<file path="src/rtl/retire_stage_pkg.sv">
// Shared types and constants for the retire stage and its architectural map table.
package retire_stage_pkg;
    localparam int N_ARCH_REGS      = 32;
    localparam int AR_BITS          = $clog2(N_ARCH_REGS);
    localparam int PR_BITS          = 6;
    localparam int XLEN             = 32;
    localparam int SUPERSCALAR_WAYS = 2;

    // One ROB commit slot; the slot is live only when complete is set.
    typedef struct packed {
        logic               complete;
        logic [AR_BITS-1:0] ar_idx;
        logic [PR_BITS-1:0] t_idx;
        logic [PR_BITS-1:0] told_idx;
        logic               precise_state_enable;
        logic               halt;
        logic [XLEN-1:0]    target_pc;
    } ROB_PACKET;

    typedef struct packed {
        logic               valid;
        logic [PR_BITS-1:0] told_idx;
    } RETIRE_FREE_PACKET;

    typedef enum logic [1:0] {
        RUN     = 2'd0,
        RECOVER = 2'd1,
        HALTED  = 2'd2
    } RETIRE_STATE;
endpackage

</file>
<file path="src/rtl/retire_stage_amt.sv">
// Architectural map table: identity on reset, ordered write ports (higher way wins).
module arch_map_table
    import retire_stage_pkg::*;
#(
    parameter int N_WAYS = SUPERSCALAR_WAYS
) (
    input  logic                                  clock,
    input  logic                                  reset,
    input  logic [N_WAYS-1:0]                     wr_en,
    input  logic [N_WAYS-1:0][AR_BITS-1:0]        wr_idx,
    input  logic [N_WAYS-1:0][PR_BITS-1:0]        wr_data,
    output logic [N_ARCH_REGS-1:0][PR_BITS-1:0]   map
);
    // Later ways are applied last so the youngest writer to a register wins.
    always_ff @(posedge clock) begin
        if (!reset) begin
            for (int r = 0; r < N_ARCH_REGS; r++)
                map[r] <= PR_BITS'(r);
        end else begin
            for (int w = 0; w < N_WAYS; w++)
                if (wr_en[w])
                    map[wr_idx[w]] <= wr_data[w];
        end
    end
endmodule

</file>
<file path="src/rtl/retire_stage.sv">
// Retire stage: in-order commit mask, AMT update, free-list return, squash/halt FSM.
module retire_stage
    import retire_stage_pkg::*;
#(
    parameter int N_WAYS = SUPERSCALAR_WAYS,
    parameter int CNT_W  = 32
) (
    input  logic                                clock,
    input  logic                                reset,
    input  ROB_PACKET         [N_WAYS-1:0]      rob_retire_in,
    output RETIRE_FREE_PACKET [N_WAYS-1:0]      free_out,
    output logic [N_ARCH_REGS-1:0][PR_BITS-1:0] arch_map_out,
    output logic                                squash,
    output logic [XLEN-1:0]                     redirect_pc,
    output logic                                halted,
    output logic [CNT_W-1:0]                    retired_count
);
    localparam int NA_W = $clog2(N_WAYS + 1);

    RETIRE_STATE                      state;
    logic [N_WAYS-1:0]                accept;
    logic [N_WAYS-1:0]                amt_we;
    logic [N_WAYS-1:0][AR_BITS-1:0]   amt_idx;
    logic [N_WAYS-1:0][PR_BITS-1:0]   amt_data;
    logic [NA_W-1:0]                  n_acc;
    logic                             halt_hit;
    logic                             pse_hit;
    logic [XLEN-1:0]                  pse_pc;
    logic                             open;

    // Accept ways oldest-first; a gap or a halt/precise-state entry closes the bundle.
    always_comb begin
        open     = (state == RUN);
        accept   = '0;
        n_acc    = '0;
        halt_hit = 1'b0;
        pse_hit  = 1'b0;
        pse_pc   = '0;
        for (int i = 0; i < N_WAYS; i++) begin
            if (open && rob_retire_in[i].complete) begin
                accept[i] = 1'b1;
                n_acc     = n_acc + NA_W'(1);
                if (rob_retire_in[i].halt) begin
                    halt_hit = 1'b1;
                    open     = 1'b0;
                end else if (rob_retire_in[i].precise_state_enable) begin
                    pse_hit  = 1'b1;
                    pse_pc   = rob_retire_in[i].target_pc;
                    open     = 1'b0;
                end
            end else begin
                open = 1'b0;
            end
        end
    end

    // x0 is never remapped, so its commits only bump the counter.
    always_comb begin
        for (int i = 0; i < N_WAYS; i++) begin
            amt_we[i]   = accept[i] && (rob_retire_in[i].ar_idx != '0);
            amt_idx[i]  = rob_retire_in[i].ar_idx;
            amt_data[i] = rob_retire_in[i].t_idx;
        end
    end

    arch_map_table #(.N_WAYS(N_WAYS)) u_amt (
        .clock   (clock),
        .reset   (reset),
        .wr_en   (amt_we),
        .wr_idx  (amt_idx),
        .wr_data (amt_data),
        .map     (arch_map_out)
    );

    // State machine plus registered free list, counter and squash/halt outputs.
    always_ff @(posedge clock) begin
        if (!reset) begin
            state         <= RUN;
            free_out      <= '0;
            squash        <= 1'b0;
            redirect_pc   <= '0;
            halted        <= 1'b0;
            retired_count <= '0;
        end else begin
            for (int i = 0; i < N_WAYS; i++) begin
                free_out[i].valid    <= amt_we[i];
                free_out[i].told_idx <= rob_retire_in[i].told_idx;
            end
            retired_count <= retired_count + CNT_W'(n_acc);
            squash        <= 1'b0;
            case (state)
                RUN: begin
                    if (halt_hit) begin
                        state  <= HALTED;
                        halted <= 1'b1;
                    end else if (pse_hit) begin
                        state       <= RECOVER;
                        squash      <= 1'b1;
                        redirect_pc <= pse_pc;
                    end
                end
                RECOVER: state <= RUN;
                HALTED:  state <= HALTED;
                default: state <= RUN;
            endcase
        end
    end
endmodule
</file>
<file path="config.mk">
export PLATFORM = sky130hd
export DESIGN_NAME = retire_stage
export DESIGN_NICKNAME = d
export VERILOG_FILES = /design/src/rtl/retire_stage_pkg.sv /design/src/rtl/retire_stage_amt.sv /design/src/rtl/retire_stage.sv
export SDC_FILE = /design/constraint.sdc
export NUM_CORES = 1
export LEC_CHECK = 0
export CAP_MARGIN = 0
export CORE_MARGIN = 8
export CORE_UTILIZATION = 44
export CTS_BUF_LIST = sky130_fd_sc_hd__clkbuf_4 sky130_fd_sc_hd__clkbuf_8
export DETAILED_ROUTE_END_ITERATION = 8
export PLACE_DENSITY = 0.82
export SLEW_MARGIN = 20
export SYNTH_ARGS = -nofsm -noshare
export SYNTH_HDL_FRONTEND = slang
export SYNTH_SLANG_ARGS = --single-unit
</file>
<file path="constraint.sdc">
create_clock -name clock -period 4 [get_ports clock]
set_clock_uncertainty 0.1 [all_clocks]
set_input_delay 0.8 -clock clock [delete_from_list [all_inputs] [get_ports clock]]
set_output_delay 0.8 -clock clock [all_outputs]
set_load 0.1 [all_outputs]
</file>
Word level (Yosys, flattened, before mapping)
Index checks and enable logic that the tools add are counted.
Widths: inputs -> output; s select.
- bits in registers: 274
- latch bits: 0
- memory bits (writable): 0
- memory bits (read-only): 0
- input bits: 106
- output and inout bits: 272
- logic and storage cells: 100
- memories: 0
- add/sub/neg operators: 2
- $mul: 0
- div/mod/pow operators: 0
- $lt $le $gt $ge: 4
- eq/ne operators: 2
- shifts and indexed selects: 0
- multiplexer cells: 36
- bitwise gates (word level): 3
- reductions and logical operators: 12
- operators with widths (cell ; count):
    $mux 192 ; 3
    $bwmux 192 ; 2
    $mux 32 ; 6
    $demux 6 s5 ; 2
    $add 32x2->32 ; 1
    $mux 1 ; 17
    $lt 5x6->1 const B ; 2
    $mux 6 ; 2
    $ge 5x1->1 const B ; 2
    $reduce_bool 5->1 ; 2
    $logic_and 1x1->1 ; 6
    $mux 2 ; 3
    $pmux 2 s2 ; 1
    $ne 3x3->1 const B ; 1
    $not 1->1 ; 3
    $reduce_and 3->1 ; 1
    $reduce_or 3->1 ; 1
    $add 2x1->2 const B ; 1
    $eq 2x2->1 const B ; 1
    $logic_not 2->1 ; 1
    $reduce_and 2->1 ; 1

Logic depth before layout (Yosys ltp)
Gate-level depths: netlist of run 1.
- depth in word-level cells: 9
- mapped depth: 15
- mapped depth without buffers: 10

Modules after synthesis
Synthesis of run 1 repeated with hierarchy kept, for this count alone.
- cell total of the unflattened synthesis: 1581
- area total of the unflattened synthesis: 13350.3 µm²
- modules (own cells, without submodules) (module ; instances ; cells each ; area an instance (µm²) ; sequential area each (µm²)):
    arch_map_table ; 1 ; 1208 ; 9857.0 ; 3843.7
    retire_stage ; 1 ; 373 ; 3493.4 ; 1641.6

Worst setup path after synthesis of run 1
Ideal clock, no wire load.
- path kind: input to register
- start: input port rob_retire_in[33] (netlist name)
- end: register retired_count[26]
- arrival time: 3.772 ns
- data required time: 3.830 ns
- setup slack: 0.057 ns
- stages on the path: 12
- buffers on the path: 2
- cells stage by stage: or3b_2 > clkbuf_1 > nor2_1 > ha_1 > ha_1 > inv_1 > fa_1 > nand4b_1 > or4_1 > buf_2 > or4_1 > a21oi_1
- cells in the longest elaborated chain, start to end: 6
- RTL lines (element ; RTL line ; source):
    start, declared ; retire_stage.sv:10 ; input ROB_PACKET [N_WAYS-1:0] rob_retire_in,
    $mux 1 ; retire_stage.sv:46 ; end else if (rob_retire_in[i].precise_state_enable) begin
    $mux 1 ; retire_stage.sv:43 ; if (rob_retire_in[i].halt) begin
    $mux 1 ; retire_stage.sv:40 ; if (open && rob_retire_in[i].complete) begin
    $logic_and 1x1->1 ; retire_stage.sv:40 ;
    $mux 2 ; retire_stage.sv:40 ;
    $add 32x2->32 ; retire_stage.sv:89 ; retired_count <= retired_count + CNT_W'(n_acc);
    end signal, assigned ; retire_stage.sv:89 ;
    end, declared ; retire_stage.sv:16 ; output logic [CNT_W-1:0] retired_count
Every way passes these cells.
A chain may end at the register's enable or synchronous reset.

Worst setup path after layout of run 1
- start: input port rob_retire_in[103] (netlist name)
- end: register retired_count[28]
- cells in the longest elaborated chain, start to end: 3
- RTL lines (element ; RTL line):
    $logic_and 1x1->1 ; retire_stage.sv:40
    $mux 2 ; retire_stage.sv:40
    $add 32x2->32 ; retire_stage.sv:89
Every way passes these cells.

==> impl_metrics.csv, run 1 <==
group,metric,value,unit
yosys,synth.most_common_cell,"dfxtp_1",
floorplan,initial_core_util,44.9,%
drt,drtPass1Iterations,6,
yosys,ys_warn_count,0,
yosys,synth-async-reset-ratio,0,%
yosys,synth-main-ff-cell,"dfxtp_1",
outcome,outcome,"finished clean",
power,clockPowerShare,39.9,%
hold_path,holdPathEnd,"redirect_pc[9]$_SDFFE_PN0P_",
drt,ant_nets,0,
placed_design,gp_congestion,0.916,
yosys,synth_edf_count,0,
critical_path,cp_top_family,"simple AND/OR/NAND/NOR gates",
yosys,syn-instance-count,1451,
drt,avgRoutedWirePerCell,22.8,um
yosys,synth_top_area_share,43.9,%
clock_tree,ctsHtreeMaxLevel,2,
global_route,grt.overflow.total,0,
global_route,grt_max_degree,90,
sta,max_slew_margin,26.7,%
drt,via_per_inst,5.98,
critical_path,cp_cell_sequence,"clkdlybuf4s50_1, or3b_2, nor2_1, ha_1, ha_1, inv_1, fa_1, nand4b_1, or4_1, or4_1, a21oi_1",
yosys,yosysTopAreaCell,"dfxtp_1",
floorplan,die_h,185,um
sta,setup_viol,0,
clock_tree,clkLatencyLatePin,0.57,ns
yosys,synthesis.area,12500,um^2
clock_tree,hold_buffers,0,
yosys,synth.avg_cell_area,8.62,um^2
yosys,synth_fp_nets,1561,
power,finalPower,6.12,mW
sta,worst_pin_slew,1.10,ns
critical_path,crit_slowest_cell,"or4_1",
drt,vias,13028,
critical_path,r2r-end,"retired_count[28]$_SDFF_PN0_",
global_route,antenna_found_initial,2,
floorplan,boundaryPins,378,
final_layout,syn_to_final_growth,39.2,%
final_layout,drive_gt1_share,9.34,%
floorplan,coreArea,27900,um^2
yosys,synth_commonest_cells,"dfxtp_1 (274), nor2_1 (163), mux2i_1 (108)",
yosys,synth_cell_types,60,
clock_tree,clockBufferDepth,3,
sta,whs,0.362,ns
power,combPwrFrac,14.3,%
critical_path,max_stage_delay,0.60,ns
critical_path,r2r_start,"state[0]$_SDFFE_PN0P_",
power,switchingPower,1.77,mW
power,intPower,4.35,mW
clock_tree,cts_sinks,274,
critical_path,r2r_setup_slack,0.47,ns
power,p_seq_share,45.8,%
yosys,ys_seq_elements,274,
critical_path,crit_fanout,11,
critical_path,cp-start-kind,"primary input",
floorplan,die_area,34100,um^2
hold_path,hp-start,"redirect_pc[9]$_SDFFE_PN0P_",
hold_path,holdPathStages,2,
hold_path,hold_class,"reg -> reg",
sta,hold_viol,0,
drt,drt-initial-drc-count,1361,
critical_path,worst-path-buf-inv,2,
clock_tree,cts_tree,"built",
final_layout,layout.nets,1886,
sta,period_needed,3.83,ns
sta,drv_slew,0,
floorplan,std_cell_rows,61,
power,powerDensity,351,nW/um^2
global_route,grt.total_usage,27.6,%
clock_tree,cts_buffers,47,
global_route,grt_pass1_vias,12837,
drt,routed_wl,49700,um
clock_tree,postCtsSetupRepairBufs,0,
critical_path,worst_setup_path_end_kind,"flop",
placed_design,hpwlAfterDp,34800,um
sta,max_freq,261,MHz
yosys,synthTopCellsByArea,"dfxtp_1 (44%), mux2i_1 (8.6%), nor2_1 (4.9%)",
flow_run,maxCapViolations,0,
sta,period_share,95.8,%
sta,rsz0062_at_grt,"no",
placed_design,port_buffers,377,
global_route,grt_pass1_wl,74400,um
clock_tree,clk_pin_slew_worst_paths,0.05,ns
critical_path,critical_path_class,"in -> reg",
critical_path,cp.required,4.37,ns
critical_path,reg2reg_depth,10,
clock_tree,cts_resized,0,
floorplan,die-width,185,um
power,power.share.switching,28.9,%
drt,drc,0,
yosys,ys_seq_area_share,43.9,%
critical_path,cp.arrival,4.21,ns
power,ir_drop,0.000241,V
power,p_leak,6.29,nW
clock_tree,root_buffer,"clkbuf_8",
==> cell usage in the layout (no fill, tap or decap), types with 16 or more instances in the layout <==
cell type          n
a211oi_1          35
nor2_1           163
dfxtp_1          274
buf_4             55
a21oi_1          101
clkdlybuf4s50_1  372
clkbuf_8          52
clkbuf_4          16
and2_1            24
nand3_1           81
a22oi_1           32
a311oi_1          46
a31oi_1           48
o21ai_0           84
mux2i_1          108
and3_1            28
nand2_1           79
nand4_1           27
==> how the worst max path moves through the flow <==
stage                       startpoint  slack [ns]                            to  cells after the start
CTS                 rob_retire_in[103]        0.19  retired_count[24]$_SDFF_PN0_                     11
detailed placement   rob_retire_in[51]       -0.39  retired_count[24]$_SDFF_PN0_                     11
floorplan            rob_retire_in[33]        0.06  retired_count[26]$_SDFF_PN0_                     12
global route         rob_retire_in[51]       0.002  retired_count[30]$_SDFF_PN0_                     11
global placement    rob_retire_in[103]       -0.24  retired_count[30]$_SDFF_PN0_                     11
finish              rob_retire_in[103]        0.17  retired_count[28]$_SDFF_PN0_                     11
==> routing by layer <==
layer | track usage (%) | routed length (um) | vias up
met2 | 46.1 | 23300 | 766
li1 | - | - | 5954
met4 | 12.6 | 2050 | 0
met5 | 0 | 0 | -
met3 | 8.13 | 5230 | 155
met1 | 32.2 | 19200 | 6153
==> state kept, by name, indices dropped and copies added (netlist names) <==
register       flops
u_amt.map        192
retired_count     32
halted             1
redirect_pc       32
free_out          14
state              2
squash             1
==> cell type report <==
class	count	area [um^2]
Antenna cell	2	5.00
Clock buffer	68	836
Clock inverter	4	28.8
Fill cell	2279	10500
Inverter	11	43.8
Multi-Input combinational cell	1013	6370
Sequential cell	274	5490
Tap cell	378	473
Timing Repair Buffer	429	4160
==> through the flow <==
stage	setup WS, ns	TNS, ns	cell area, um^2	util, %	std cells
floorplan	0.0575	0	12500	-	1451
global placement	-0.244	-1.78	16500	59.4	2105
global route	0.00154	0	17400	62.5	2178
detailed placement	-0.385	-2.78	16500	59.4	2105
CTS	0.192	0	17400	62.5	2177
finish	0.168	0	17400	62.5	2179
==> cell families (layout without fill, tap and decap cells) <==
family	count (synthesis)	count (layout)	share of synthesized area, %
adder cells (fa/ha/maj)	4	4	0.460
multiplexers	108	108	8.64
flip-flops	274	274	43.9
other	0	2	0
XOR/XNOR	11	11	0.770
buffers and inverters	164	512	5.56
AO/OA/AOI/OAI	381	381	19.2
AND/OR/NAND/NOR	509	509	21.5
==> worst reg2reg max path: cells and delay by family, from the launching register on <==
| kind | cells | cell delay [ns] |
|---|---|---|
| AO/OA/AOI/OAI | 1 | 0.16 |
| AND/OR/NAND/NOR | 5 | 1.99 |
| flip-flops | 1 | 0.41 |
| buffers and inverters | 1 | 0.07 |
| adder cells (fa/ha/maj) | 3 | 0.70 |
==> power by group through the flow <==
stage                     sequential (mW)  combinational (mW)  clock [mW]
after floorplan                      3.14               0.249           0
after global placement               2.86               0.857           0
after detailed placement             2.86               0.867           0
after CTS                            2.80               0.870        2.47
after global routing                 2.80               0.909        2.59
final                                2.80               0.877        2.44
(Power assumes the default switching activity.)
==> inputs of run 2 (changes only) <==
- CORE_ASPECT_RATIO: not set -> 1.1
- CTS_CLUSTER_DIAMETER: not set -> 50
==> impl_metrics.csv, run 2 (synthesis gave the netlist of run 1 again) <==
group,metric,value,unit
outcome,outcome,"finished clean",
power,finalPower,6.24,mW
global_route,top_usage_layer,"met2",
floorplan,initial_core_util,44.9,%
sta,drv_slew,0,
final_layout,regMostFlops,"u_amt.map",
drt,routed_wl,48800,um
final_layout,final_common_cell,"clkdlybuf4s50_1",
sta,worst_pin_slew,1.09,ns
final_layout,largest_register_ffs,192,
power,p_leak,6.38,nW
critical_path,cp_cell_sequence,"clkdlybuf4s50_1, or3b_1, nor2_1, ha_1, ha_1, inv_1, fa_1, nand4b_1, or4_1, buf_4, or4_1, a21oi_1",
final_layout,multiInputGateArea,6380,um^2
final_layout,layout.nets,1892,
sta,rsz0062_at_grt,"no",
final_layout,largestRegisters,"u_amt.map (192), redirect_pc (32), retired_count (32)",
final_layout,regArea,5490,um^2
final_layout,fin_cells,2180,
clock_tree,root_buffer,"clkbuf_8",
floorplan,die_h,193,um
global_route,grt_pass1_wl,72800,um
drt,drc,0,
sta,fin_tns_setup,0,ns
sta,layout_setup_ws,0.241,ns
critical_path,crit_slowest_cell,"clkdlybuf4s50_1",
drt,ant_nets,0,
critical_path,worst-path-buf-inv,3,
global_route,grt.total_usage,27.2,%
final_layout,final_cell_mix,"clkdlybuf4s50_1 (372), dfxtp_1 (274), nor2_1 (163)",
final_layout,drive_gt1_share,10.1,%
hold_path,hold_class,"reg -> reg",
sta,whs,0.355,ns
drt,via_per_inst,5.88,
floorplan,die_area,34100,um^2
drt,drtPass1Iterations,6,
placed_design,post-place-ws,-0.321,ns
sta,max_slew_margin,27.1,%
drt,vias,12820,
final_layout,num-fill-cells,2356,
power,ir_drop,0.000268,V
clock_tree,cts_tree,"built",
clock_tree,clockBufferDepth,3,
clock_tree,cts_buffers,46,
clock_tree,cts_sinks,274,
critical_path,cp.required,4.41,ns
placed_design,port_buffers,377,
clock_tree,cts_resized,0,
clock_tree,clk_pin_slew_worst_paths,0.06,ns
final_layout,final_area,17500,um^2
floorplan,boundaryPins,378,
global_route,grt_max_degree,104,
final_layout,utilization,62.9,%
sta,period_needed,3.76,ns
critical_path,cp.arrival,4.17,ns
sta,period_share,94.0,%
placed_design,dp.cells,2097,
placed_design,hpwlAfterDp,34300,um
global_route,antenna_found_initial,2,
critical_path,critical_path_class,"in -> reg",
placed_design,gp_congestion,0.848,
global_route,use_met1,31.2,%
floorplan,die-width,177,um
critical_path,cp_top_family,"simple AND/OR/NAND/NOR gates",
global_route,grt.overflow.total,0,
global_route,grt_pass1_vias,12643,
global_route,grtUsageMet2,44.8,%
clock_tree,hold_buffers,0,
flow_run,maxCapViolations,0,
clock_tree,clkLatencyLatePin,0.57,ns
sta,hold_viol,0,
critical_path,max_stage_delay,0.53,ns
drt,drt-initial-drc-count,1243,
critical_path,worst_setup_path_end_kind,"flop",
drt,avgRoutedWirePerCell,22.4,um
sta,setup_viol,0,
critical_path,cp-start-kind,"primary input",
floorplan,coreArea,27900,um^2
floorplan,std_cell_rows,64,
global_route,met3_usage,9.71,%
critical_path,crit_fanout,15,
clock_tree,postCtsSetupRepairBufs,0,
clock_tree,ctsHtreeMaxLevel,2,
final_layout,syn_to_final_growth,40.2,%
sta,max_freq,266,MHz
power,powerDensity,356,nW/um^2
placed_design,placed_area,16600,um^2
## run 2: changes by cell type in the layout (fill, tap and decap cells not counted), moves of 2 or more
cell / delta
buf_4: +9
clkbuf_4: -2
clkbuf_8: +5
clkinv_2: +3
clkinvlp_4: +2
## run 2: layer usage
metal	vias to the layer above	share of wire [%]
li1	5980	-
met1	5968	38
met2	731	46
met3	139	12
met4	2	4.2
met5	-	0.023
## run 2: area by class of cell
type / count / area share, %
timing repair buffer: 436 / 24.0
inverter: 11 / 0.250
clock inverter: 10 / 0.385
clock buffer: 71 / 5.07
multi-input combinational: 1013 / 36.4
sequential: 274 / 31.3
antenna: 2 / 0.0285
tap: 363 / 2.59
## run 2: worst reg2reg max path, cell delays in order (launching register included)
cell,delay (ns)
dfxtp_1,0.57
or3b_1,0.33
nor2_1,0.09
ha_1,0.28
ha_1,0.16
inv_1,0.07
fa_1,0.38
nand4b_1,0.20
or4_1,0.42
buf_4,0.19
or4_1,0.48
a21oi_1,0.15
## run 2: report_power, final
group / total (mW) / internal (mW) / switching, mW
combinational: 0.871 / 0.254 / 0.617
sequential: 2.80 / 2.77 / 0.0274
clock: 2.57 / 1.42 / 1.15
total: 6.24 / 4.45 / 1.80
## run 2: final timing paths
kind	from	endpoint	slack (ns)	depth (start not counted)
worst max-delay path	rob_retire_in[51]	retired_count[28]$_SDFF_PN0_	0.24	12
worst min register to register	u_amt.map[1]$_SDFF_PN0_	u_amt.map[1]$_SDFF_PN0_	0.35	1
worst min-delay path	u_amt.map[1]$_SDFF_PN0_	u_amt.map[1]$_SDFF_PN0_	0.35	1
worst max register to register	state[0]$_SDFFE_PN0P_	retired_count[28]$_SDFF_PN0_	0.52	11
==> inputs of run 3 (changes only) <==
- CORE_UTILIZATION: 44 -> 49
- PLACE_DENSITY: 0.82 -> 0.86
- clock period: 4 -> 3.6 ns (I/O delays scaled with it)
==> impl_metrics.csv, run 3 (synthesis gave the netlist of run 1 again) <==
group,metric,value,unit
floorplan,die_area,30900,um^2
final_layout,num-fill-cells,1956,
clock_tree,ctsHtreeMaxLevel,2,
global_route,grt_pass1_wl,74700,um
critical_path,cp-start-kind,"primary input",
hold_path,holdPathStages,1,
clock_tree,cts_buffers,46,
clock_tree,root_buffer,"clkbuf_8",
global_route,grt.overflow.total,0,
drt,drt-initial-drc-count,1251,
clock_tree,cts_sinks,274,
floorplan,initial_core_util,49.7,%
final_layout,regMostFlops,"u_amt.map",
drt,avgRoutedWirePerCell,23.0,um
final_layout,final_common_cell,"dfxtp_1",
placed_design,port_buffers,377,
sta,drv_slew,0,
final_layout,largest_register_ffs,192,
final_layout,utilization,69.5,%
clock_tree,cts_tree,"built",
floorplan,boundaryPins,378,
sta,setup_viol,0,
drt,drc,0,
placed_design,gp_congestion,0.913,
final_layout,largestRegisters,"u_amt.map (192), redirect_pc (32), retired_count (32)",
placed_design,hpwlAfterDp,34600,um
power,p_leak,6.69,nW
final_layout,final_cell_mix,"dfxtp_1 (274), clkdlybuf4s50_1 (264), buf_4 (182)",
outcome,outcome,"finished clean",
sta,max_slew_margin,25.3,%
global_route,grt_pass1_vias,12983,
final_layout,layout.nets,1908,
floorplan,die-width,168,um
clock_tree,clkLatencyLatePin,0.56,ns
global_route,antenna_found_initial,3,
flow_run,maxCapViolations,0,
global_route,grt.total_usage,30.2,%
final_layout,final_area,17500,um^2
floorplan,std_cell_rows,61,
sta,period_needed,3.51,ns
global_route,grt_max_degree,106,
sta,whs,0.356,ns
power,powerDensity,412,nW/um^2
critical_path,reg2reg_depth,11,
final_layout,drive_gt1_share,17.2,%
sta,max_freq,285,MHz
final_layout,syn_to_final_growth,40.1,%
drt,drtPass1Iterations,6,
floorplan,coreArea,25200,um^2
sta,period_share,97.5,%
clock_tree,clockBufferDepth,3,
critical_path,cp.arrival,3.89,ns
final_layout,fin_cells,2149,
drt,vias,13356,
critical_path,critical_path_class,"in -> reg",
placed_design,placed_area,16400,um^2
final_layout,regArea,5490,um^2
final_layout,multiInputGateArea,6420,um^2
critical_path,worst_setup_path_end_kind,"flop",
placed_design,dp.cells,2064,
critical_path,cp.required,3.98,ns
clock_tree,clk_pin_slew_worst_paths,0.06,ns
critical_path,crit_fanout,16,
drt,routed_wl,49500,um
drt,via_per_inst,6.21,
drt,ant_nets,0,
hold_path,hold_class,"reg -> reg",
sta,worst_pin_slew,1.12,ns
power,ir_drop,0.000271,V
sta,hold_viol,0,
floorplan,die_h,184,um
-- run 3: cell count changes in the layout (fill, tap and decap cells not counted), moves of 2 or more --
cell	previous run	this run
clkinv_2	5	7
clkdlybuf4s50_1	372	264
or3b_4	0	2
buf_4	64	182
ha_1	3	1
ha_4	0	2
clkbuf_8	57	65
buf_12	0	4
clkbuf_4	14	7
bufinv_16	0	2
-- run 3: worst paths after layout --
check / slack, ns / from / end
max reg2reg: 0.40 / state[1]$_SDFFE_PN0P_ / retired_count[30]$_SDFF_PN0_
min: 0.36 / u_amt.map[3]$_SDFF_PN0_ / u_amt.map[3]$_SDFF_PN0_
max: 0.09 / rob_retire_in[103] / retired_count[30]$_SDFF_PN0_
min reg2reg: 0.36 / u_amt.map[3]$_SDFF_PN0_ / u_amt.map[3]$_SDFF_PN0_
-- run 3: per-layer routing --
| layer | wire length (um) | track usage, % |
|---|---|---|
| met3 | 5350 | 8.20 |
| met4 | 2600 | 16.6 |
| met5 | 13 | 0 |
| met1 | 18200 | 34.5 |
| met2 | 23400 | 50.7 |
-- run 3: where the power goes --
| group | internal, mW | switching [mW] | total (mW) |
|---|---|---|---|
| clock | 1.81 | 1.30 | 3.12 |
| sequential | 3.08 | 0.0276 | 3.11 |
| combinational | 0.289 | 0.700 | 0.989 |
| total | 5.18 | 2.03 | 7.21 |
-- run 3: cell type report --
type / instances / share of cell area (%)
multi-input cells: 1013 / 36.7
clock buffers: 72 / 5.41
repair buffers: 452 / 23.5
diodes: 2 / 0.0286
well taps: 315 / 2.25
flip-flops and latches: 274 / 31.3
clock inverters: 10 / 0.600
inverters: 11 / 0.271
-- run 3: through the flow --
step           worst slack, ns  power, mW  setup TNS (ns)
6_report                0.0906       7.21               0
5_1_grt               -0.00971       7.41        -0.00971
4_1_cts                  0.113       7.21               0
3_5_place_dp            -0.764       4.15           -7.89
3_3_place_gp            -0.694       4.13           -6.61
2_1_floorplan           -0.197       3.78           -1.45
-- run 3: critical path: stages --
cell and delay (ns):
clkdlybuf4s50_1 0.48, or3b_4 0.43, nor2_4 0.14, ha_4 0.14, ha_4 0.12, inv_2 0.04, fa_2 0.37, nand4b_1 0.21
or4_4 0.44, buf_6 0.16, or4_1 0.50, a21oi_2 0.13
-- run 3: what timing repair did --
| action | CTS | global route |
|---|---|---|
| endpoints found under the setup margin | 8 | 2 |
| resized for setup | 3 | 2 |
| setup buffers | 1 | 0 |
| hold buffers | 0 | 0 |
| hold endpoints to repair | 0 | 0 |
| cloned | 0 | 0 |
| pin swaps | 1 | 0 |
